File: config.mk
export PLATFORM = sky130hd
export DESIGN_NAME = gpu_pixel_writeback_flat
export DESIGN_NICKNAME = d
export VERILOG_FILES = /design/src/rtl/gpu_pixel_writeback_if.sv /design/src/rtl/gpu_pixel_writeback.sv /design/src/flat_wrapper.sv
export SDC_FILE = /design/constraint.sdc
export NUM_CORES = 1
export LEC_CHECK = 0
export BUFFER_PORTS_ARGS = -buffer_cell sky130_fd_sc_hd__buf_2
export CAP_MARGIN = 20
export CORE_MARGIN = 2
export CORE_UTILIZATION = 50
export DETAILED_ROUTE_END_ITERATION = 16
export GPL_TIMING_DRIVEN = 0
export PLACE_DENSITY = 0.74
export SETUP_SLACK_MARGIN = 0.4
export SYNTH_ARGS = -nofsm -noshare
export SYNTH_HDL_FRONTEND = slang
export SYNTH_SLANG_ARGS = --single-unit
export TNS_END_PERCENT = 20
File: constraint.sdc
create_clock -name clk -period 2.2 [get_ports clk]
set_input_delay 0.22 -clock clk [delete_from_list [all_inputs] [get_ports clk]]
set_output_delay 0.22 -clock clk [all_outputs]
set_load 0.005 [all_outputs]
File: src/rtl/gpu_pixel_writeback_if.sv
// ---------------------------------------------------------------------------
// gpu_pixel_writeback_if
// Bundles the pixel write-back stage's beat interface. The upstream half
// carries a shaded pixel together with its per-pixel control. The downstream
// half carries the finished VRAM word to the VRAM write queue.
//   master : the side that produces input beats and consumes output beats
//   slave  : the write-back stage itself
// Signals:
//   i_valid/o_ready            upstream handshake
//   i_r/i_g/i_b                8-bit shaded colour
//   i_x/i_y                    low screen-coordinate bits (dither index)
//   i_ditherEn                 apply ordered dither
//   i_blendEn/i_blendMode      semi-transparency enable and equation
//   i_srcMask                  texel STP bit
//   i_bg                       background VRAM pixel {mask,b5,g5,r5}
//   i_forceMask/i_checkMask    mask-bit set / check rules
//   o_valid/i_ready            downstream handshake
//   o_pixel/o_writeEn          VRAM word and commit flag
// ---------------------------------------------------------------------------
interface gpu_pixel_writeback_if;
  logic        i_valid;
  logic        o_ready;
  logic [7:0]  i_r;
  logic [7:0]  i_g;
  logic [7:0]  i_b;
  logic [1:0]  i_x;
  logic [1:0]  i_y;
  logic        i_ditherEn;
  logic        i_blendEn;
  logic [1:0]  i_blendMode;
  logic        i_srcMask;
  logic [15:0] i_bg;
  logic        i_forceMask;
  logic        i_checkMask;
  logic        o_valid;
  logic        i_ready;
  logic [15:0] o_pixel;
  logic        o_writeEn;

  modport master (
    output i_valid, i_r, i_g, i_b, i_x, i_y, i_ditherEn, i_blendEn,
           i_blendMode, i_srcMask, i_bg, i_forceMask, i_checkMask, i_ready,
    input  o_ready, o_valid, o_pixel, o_writeEn
  );

  modport slave (
    input  i_valid, i_r, i_g, i_b, i_x, i_y, i_ditherEn, i_blendEn,
           i_blendMode, i_srcMask, i_bg, i_forceMask, i_checkMask, i_ready,
    output o_ready, o_valid, o_pixel, o_writeEn
  );
endinterface

File: src/rtl/gpu_pixel_writeback.sv
// ---------------------------------------------------------------------------
// gpu_pixel_writeback
// Three-stage valid/ready pipeline that turns a shaded 8:8:8 pixel into a
// 16-bit VRAM word:
//   S1: 4x4 ordered dither, clamp to 0..255, truncate to 5 bits/channel
//   S2: optional semi-transparency blend against the background pixel
//   S3: output register holding {mask, b5, g5, r5} and the write enable
// Ports:
//   clk     rising-edge clock
//   i_nRst  asynchronous active-low reset
//   bus     gpu_pixel_writeback_if.slave (beat in, VRAM word out)
// ---------------------------------------------------------------------------
module gpu_pixel_writeback (
  input logic                  clk,
  input logic                  i_nRst,
  gpu_pixel_writeback_if.slave bus
);

  // Dither matrix lookup, indexed by the pixel's screen position.
  function automatic logic signed [3:0] dither_off(input logic [1:0] y,
                                                    input logic [1:0] x);
    logic signed [3:0] d;
    case ({y, x})
      4'h0: d = -4'sd4;  4'h1: d =  4'sd0;  4'h2: d = -4'sd3;  4'h3: d =  4'sd1;
      4'h4: d =  4'sd2;  4'h5: d = -4'sd2;  4'h6: d =  4'sd3;  4'h7: d = -4'sd1;
      4'h8: d = -4'sd3;  4'h9: d =  4'sd1;  4'hA: d = -4'sd4;  4'hB: d =  4'sd0;
      4'hC: d =  4'sd3;  4'hD: d = -4'sd1;  4'hE: d =  4'sd2;  default: d = -4'sd2;
    endcase
    return d;
  endfunction

  // ---------------- handshake ----------------
  logic r_s1_valid, r_s2_valid, r_s3_valid;
  logic w_s1_load, w_s2_load, w_s3_load;

  // A stage loads when it is empty or its occupant moves on this cycle, so
  // readiness ripples back from i_ready only; i_valid never feeds o_ready.
  assign w_s3_load = ~r_s3_valid | bus.i_ready;
  assign w_s2_load = ~r_s2_valid | w_s3_load;
  assign w_s1_load = ~r_s1_valid | w_s2_load;
  assign bus.o_ready = w_s1_load;

  // ---------------- S1: dither / truncate ----------------
  logic signed [3:0] w_d;
  logic [7:0]        w_c [3];
  logic [14:0]       w_f;

  assign w_d    = bus.i_ditherEn ? dither_off(bus.i_y, bus.i_x) : 4'sd0;
  assign w_c[0] = bus.i_r;
  assign w_c[1] = bus.i_g;
  assign w_c[2] = bus.i_b;

  genvar gi;
  generate
    for (gi = 0; gi < 3; gi++) begin : g_s1
      logic signed [9:0] w_sum;
      assign w_sum = $signed({2'b00, w_c[gi]}) + $signed({{6{w_d[3]}}, w_d});
      // Negative underflows to 0; anything above 255 saturates to 31.
      assign w_f[5*gi +: 5] = w_sum[9] ? 5'd0 :
                              w_sum[8] ? 5'd31 : w_sum[7:3];
    end
  endgenerate

  logic [14:0] r_s1_f;
  logic        r_s1_blendEn;
  logic [1:0]  r_s1_mode;
  logic [14:0] r_s1_bg;
  logic        r_s1_mask;
  logic        r_s1_we;

  // ---------------- S2: blend ----------------
  logic [14:0] w_blend;

  generate
    for (gi = 0; gi < 3; gi++) begin : g_s2
      logic [4:0]        w_bch;
      logic [4:0]        w_fch;
      logic [5:0]        w_add;
      logic [5:0]        w_add4;
      logic signed [5:0] w_sub;
      logic [4:0]        w_res;

      assign w_bch  = r_s1_bg[5*gi +: 5];
      assign w_fch  = r_s1_f[5*gi +: 5];
      assign w_add  = {1'b0, w_bch} + {1'b0, w_fch};
      assign w_add4 = {1'b0, w_bch} + {3'b000, w_fch[4:2]};
      assign w_sub  = $signed({1'b0, w_bch}) - $signed({1'b0, w_fch});

      always_comb begin
        w_res = w_fch;
        if (r_s1_blendEn) begin
          case (r_s1_mode)
            2'd0:    w_res = w_add[5:1];
            2'd1:    w_res = w_add[5] ? 5'd31 : w_add[4:0];
            2'd2:    w_res = w_sub[5] ? 5'd0 : w_sub[4:0];
            default: w_res = w_add4[5] ? 5'd31 : w_add4[4:0];
          endcase
        end
      end

      assign w_blend[5*gi +: 5] = w_res;
    end
  endgenerate

  logic [14:0] r_s2_rgb;
  logic        r_s2_mask;
  logic        r_s2_we;

  // ---------------- S3: output ----------------
  logic [15:0] r_s3_pixel;
  logic        r_s3_we;

  assign bus.o_valid   = r_s3_valid;
  assign bus.o_pixel   = r_s3_pixel;
  assign bus.o_writeEn = r_s3_we;

  always_ff @(posedge clk or negedge i_nRst) begin
    if (!i_nRst) begin
      r_s1_valid   <= 1'b0;
      r_s2_valid   <= 1'b0;
      r_s3_valid   <= 1'b0;
      r_s1_f       <= '0;
      r_s1_blendEn <= 1'b0;
      r_s1_mode    <= '0;
      r_s1_bg      <= '0;
      r_s1_mask    <= 1'b0;
      r_s1_we      <= 1'b0;
      r_s2_rgb     <= '0;
      r_s2_mask    <= 1'b0;
      r_s2_we      <= 1'b0;
      r_s3_pixel   <= '0;
      r_s3_we      <= 1'b0;
    end else begin
      if (w_s1_load) begin
        r_s1_valid <= bus.i_valid;
        if (bus.i_valid) begin
          r_s1_f       <= w_f;
          r_s1_blendEn <= bus.i_blendEn;
          r_s1_mode    <= bus.i_blendMode;
          r_s1_bg      <= bus.i_bg[14:0];
          // Mask decisions depend only on beat inputs, so resolve them here
          // and carry single bits instead of the whole background word.
          r_s1_mask    <= bus.i_srcMask | bus.i_forceMask;
          r_s1_we      <= ~(bus.i_checkMask & bus.i_bg[15]);
        end
      end
      if (w_s2_load) begin
        r_s2_valid <= r_s1_valid;
        if (r_s1_valid) begin
          r_s2_rgb  <= w_blend;
          r_s2_mask <= r_s1_mask;
          r_s2_we   <= r_s1_we;
        end
      end
      if (w_s3_load) begin
        r_s3_valid <= r_s2_valid;
        if (r_s2_valid) begin
          r_s3_pixel <= {r_s2_mask, r_s2_rgb};
          r_s3_we    <= r_s2_we;
        end
      end
    end
  end

endmodule

File: src/flat_wrapper.sv
// flat-port wrapper written by rule: the top's interface ports become plain ports
module gpu_pixel_writeback_flat 
  (clk, i_nRst, bus_i_valid, bus_i_r, bus_i_g, bus_i_b, bus_i_x, bus_i_y, bus_i_ditherEn, bus_i_blendEn, bus_i_blendMode, bus_i_srcMask, bus_i_bg, bus_i_forceMask, bus_i_checkMask, bus_i_ready, bus_o_ready, bus_o_valid, bus_o_pixel, bus_o_writeEn);
  gpu_pixel_writeback_if bus_i ();
  input logic clk;
  input logic i_nRst;
  input wire logic [$bits(bus_i.i_valid)-1:0] bus_i_valid;
  input wire logic [$bits(bus_i.i_r)-1:0] bus_i_r;
  input wire logic [$bits(bus_i.i_g)-1:0] bus_i_g;
  input wire logic [$bits(bus_i.i_b)-1:0] bus_i_b;
  input wire logic [$bits(bus_i.i_x)-1:0] bus_i_x;
  input wire logic [$bits(bus_i.i_y)-1:0] bus_i_y;
  input wire logic [$bits(bus_i.i_ditherEn)-1:0] bus_i_ditherEn;
  input wire logic [$bits(bus_i.i_blendEn)-1:0] bus_i_blendEn;
  input wire logic [$bits(bus_i.i_blendMode)-1:0] bus_i_blendMode;
  input wire logic [$bits(bus_i.i_srcMask)-1:0] bus_i_srcMask;
  input wire logic [$bits(bus_i.i_bg)-1:0] bus_i_bg;
  input wire logic [$bits(bus_i.i_forceMask)-1:0] bus_i_forceMask;
  input wire logic [$bits(bus_i.i_checkMask)-1:0] bus_i_checkMask;
  input wire logic [$bits(bus_i.i_ready)-1:0] bus_i_ready;
  output wire logic [$bits(bus_i.o_ready)-1:0] bus_o_ready;
  output wire logic [$bits(bus_i.o_valid)-1:0] bus_o_valid;
  output wire logic [$bits(bus_i.o_pixel)-1:0] bus_o_pixel;
  output wire logic [$bits(bus_i.o_writeEn)-1:0] bus_o_writeEn;
  assign bus_i.i_valid = bus_i_valid;
  assign bus_i.i_r = bus_i_r;
  assign bus_i.i_g = bus_i_g;
  assign bus_i.i_b = bus_i_b;
  assign bus_i.i_x = bus_i_x;
  assign bus_i.i_y = bus_i_y;
  assign bus_i.i_ditherEn = bus_i_ditherEn;
  assign bus_i.i_blendEn = bus_i_blendEn;
  assign bus_i.i_blendMode = bus_i_blendMode;
  assign bus_i.i_srcMask = bus_i_srcMask;
  assign bus_i.i_bg = bus_i_bg;
  assign bus_i.i_forceMask = bus_i_forceMask;
  assign bus_i.i_checkMask = bus_i_checkMask;
  assign bus_i.i_ready = bus_i_ready;
  assign bus_o_ready = bus_i.o_ready;
  assign bus_o_valid = bus_i.o_valid;
  assign bus_o_pixel = bus_i.o_pixel;
  assign bus_o_writeEn = bus_i.o_writeEn;
  gpu_pixel_writeback u_core (.clk(clk), .i_nRst(i_nRst), .bus(bus_i));
endmodule
==> impl_metrics.json <==
{
  "final_cell_mix": "75 x nand2_1, 66 x buf_2, 56 x dfrtp_1, 46 x o21ai_0, 40 x buf_4",
  "powerDensity_nw_per_um2": 871,
  "antenna_found_initial": 0,
  "dp.cells": 863,
  "track_usage_pct": 27.2,
  "rsz0062_at_grt": "yes",
  "synth_fp_nets": 761,
  "syn_area_sq_um": 5660,
  "clock_latency_ns": 0.34,
  "overflow": 0,
  "final_common_cell": "nand2_1",
  "p_leak_uw": 0.00316,
  "core_sq_um": 10900,
  "clk_pin_slew_ns": 0.06,
  "rrSetupSlack_ns": 0.11,
  "yosysSeqAreaShare_pct": 31.8,
  "crit_fanout": 3,
  "critPathSlowestCell": "dfrtp_2",
  "worstMarginPinSlew_ns": 0.904,
  "finClkSkew_ns": 0.00495,
  "cts_tree": "yes",
  "finalHoldViolations": 8,
  "cap_violations": 0,
  "die-width_microns": 110,
  "timing.critical_path.cells": "buf_4 > ha_1 > nor2b_1 > o21a_1 > o21ai_2 > a211o_1 > and3_1 > o31ai_1",
  "final-setup-viol-count": 0,
  "status": "finished with violations",
  "slowest_delay_ns": 0.43,
  "use_met3_pct": 5.53,
  "root_buffer": "clkbuf_16",
  "cts_num_sinks": 72,
  "n_antenna_cell": 0,
  "dp_hpwl_microns": 12200,
  "regArea_sq_um": 1820,
  "power.switching_uw": 2210,
  "drive_gt1_share_pct": 32.9,
  "io_pins": 74,
  "syn_to_final_growth_pct": 26.7,
  "synth_ff_type": "dfrtp_1",
  "ir_worst_vdd_v": 0.000421,
  "multiInputGateArea_sq_um": 3840,
  "place.gp.congestion": 0.948,
  "layout_min_cycle_time_ns": 2.09,
  "combPwrFrac_pct": 41.4,
  "viasPerCell": 5.92,
  "p_total_uw": 6240,
  "drt_iter0_drc": 388,
  "r2r_start": "u_core.r_s1_f[0]$_DFFE_PN0P_",
  "cp-start-kind": "register",
  "max_freq_mhz": 479,
  "grtUsageMet2_pct": 43.6,
  "p_int_uw": 4030,
  "critPathLaunch": "u_core.r_s1_f[0]$_DFFE_PN0P_",
  "p_sw_share_pct": 35.4,
  "start_util_pct": 51.7,
  "grt_first_pass_wirelength_microns": 25500,
  "timing.rr.end": "u_core.r_s2_rgb[1]$_DFFE_PN0P_",
  "synthArstFlopShare_pct": 100,
  "htree_levels": 3,
  "path_class": "register to register",
  "synthCells": 658,
  "r2r_cells": 8,
  "first_pass_iters": 5,
  "totalWireLength_microns": 16500,
  "dieArea_sq_um": 12200,
  "utilization_pct": 65.5,
  "drv_slew": 0,
  "yosys_warnings": 0,
  "numCtsBuffers": 9,
  "first_global_vias": 5025,
  "finalNonFillerCells": 915,
  "seq_power_share_pct": 31.0,
  "min_path_type": "input pin to async pin",
  "drc": 0,
  "num_rows": 38,
  "nNetsFinal": 873,
  "ant_nets": 0,
  "synth-edff-count": 0,
  "ctsHoldBuffers": 0,
  "syn_avg_cell_area_sq_um": 8.60,
  "worst_ep_required_time_ns": 2.43,
  "ys_ff_latch": 72,
  "crit_path_end_kind": "register",
  "fillers": 897,
  "slew-limit-headroom_pct": 39.7,
  "tns_ns": 0,
  "pwr-share-clk_pct": 27.6,
  "timing.final.crit_share_pct": 94.9,
  "hold_ws_ns": -0.0202,
  "use_met1_pct": 37.3,
  "ys_types": 79,
  "portBuffers": 65,
  "cp.arrival_ns": 2.32,
  "top_usage_layer": "met2",
  "die-height_microns": 110,
  "grt_max_degree": 73,
  "wl_per_cell_microns": 18.0,
  "cts_max_path_buffers": 2,
  "vias": 5418,
  "violations": "negative hold slack"
}
==> routing by layer <==
| metal | vias up | part of all wire (%) | wire length [microns] |
|---|---|---|---|
| met1 | 2569 | 44 | 7300 |
| met3 | 32 | 7.6 | 1250 |
| met4 | 0 | 2.3 | 374 |
| li1 | 2585 | - | - |
| met2 | 232 | 46 | 7560 |
| met5 | - | 0 | 0 |
==> state kept, by name, summed over array words and instances, names as in the netlist <==
| signal | cells |
|---|---|
| u_core.bus.o_pixel | 16 |
| u_core.r_s1_blendEn | 1 |
| u_core.r_s1_valid | 1 |
| u_core.bus.o_writeEn | 1 |
| u_core.bus.o_valid | 1 |
| u_core.r_s2_mask | 1 |
| u_core.r_s1_f | 15 |
| u_core.r_s2_rgb | 15 |
| u_core.r_s2_we | 1 |
| u_core.r_s1_bg | 15 |
| u_core.r_s1_mask | 1 |
| u_core.r_s2_valid | 1 |
| u_core.r_s1_we | 1 |
| u_core.r_s1_mode | 2 |
==> through the flow <==
step | instance area, sq um | setup slack (ns)
after CTS | 6670 | 0.122
after detailed placement | 6170 | -0.128
final | 7170 | 0.111
after floorplan | 5660 | 0.270
after global placement | 6160 | -0.109
after global routing | 7170 | 0.0461
==> worst max path at each step <==
stage,slack [ns],depth (start not counted),endpoint
floorplan,0.27,9,u_core.r_s2_rgb[3]$_DFFE_PN0P_
global placement,-0.11,6,u_core.r_s1_f[11]$_DFFE_PN0P_
detailed placement,-0.13,6,u_core.r_s1_f[11]$_DFFE_PN0P_
CTS,0.12,9,u_core.r_s2_rgb[3]$_DFFE_PN0P_
global route,0.05,9,u_core.r_s2_rgb[1]$_DFFE_PN0P_
finish,0.11,8,u_core.r_s2_rgb[1]$_DFFE_PN0P_
==> cell type report <==
class                      instances  share of cell area [%]
clock inverter                     5                    1.43
multi-input combinational        503                    53.6
timing repair buffer             101                    8.34
buffer                            33                    2.51
inverter                          50                    2.71
tap                              140                    2.44
sequential                        72                    25.4
clock buffer                      11                    3.53
==> synthesized netlist by cell type, types with 3 or more instances <==
cell type,instances,area [sq um]
nor4_1,3,18.8
and3_1,4,25.0
a21oi_1,42,210
mux2_2,17,191
a21o_1,12,90.1
a31oi_1,5,31.3
and2_1,4,25.0
nand3_1,12,60.1
fa_1,9,180
nand4_1,8,50.1
o211ai_1,9,67.6
o21ai_1,4,20.0
or3_1,7,43.8
nand3b_1,3,22.5
mux2i_1,6,60.1
ha_1,39,488
nor3b_1,4,30.0
xor2_1,7,61.3
o21a_1,3,22.5
o31ai_1,5,37.5
o311ai_0,3,26.3
nor2b_1,9,56.3
o22ai_1,3,18.8
nand2_1,75,282
inv_1,49,184
a221oi_1,3,26.3
nand2b_1,12,75.1
o21bai_1,6,45.0
o21ai_0,64,320
clkbuf_1,27,101
a22oi_1,4,30.0
a211oi_1,4,30.0
dfrtp_1,72,1800
nor2_1,34,128
nor3_1,17,85.1
xnor2_1,15,131
==> repair_timing <==
| item | 4_1_cts | 5_1_grt |
|---|---|---|
| endpoints found under the setup margin | 48 | 62 |
| setup buffers | 8 | 28 |
| pin swaps | 12 | 25 |
| gates cloned | 0 | 0 |
| gates resized for setup | 33 | 108 |
| hold endpoints to repair | 0 | 0 |
==> critical path, delay by kind of cell (launching register included) <==
kind,cells,cell delay [ns]
simple gates,2,0.36
fa+ha+maj,1,0.21
compound gates,4,0.82
flops,1,0.43
buf+inv,1,0.17
==> cell families (layout without fill, tap and decap cells) <==
family	count (synthesis)	after routing	share of synthesized area (%)
flops	72	72	31.8
compound gates	205	205	24.1
xor+xnor	25	25	4.27
fa+ha+maj	48	48	11.8
buf+inv	83	200	5.86
simple gates	202	202	17.7
mux	23	23	4.44
==> power groups by stage <==
stage	logic (uW)	registers (uW)	clock network [uW]
floorplan	1440	1880	0
global placement	2040	1920	0
detailed placement	2080	1940	0
CTS	2190	1920	1730
global route	2840	1980	1810
finish	2590	1940	1720
Note: power is estimated with default switching activity, not from simulation.
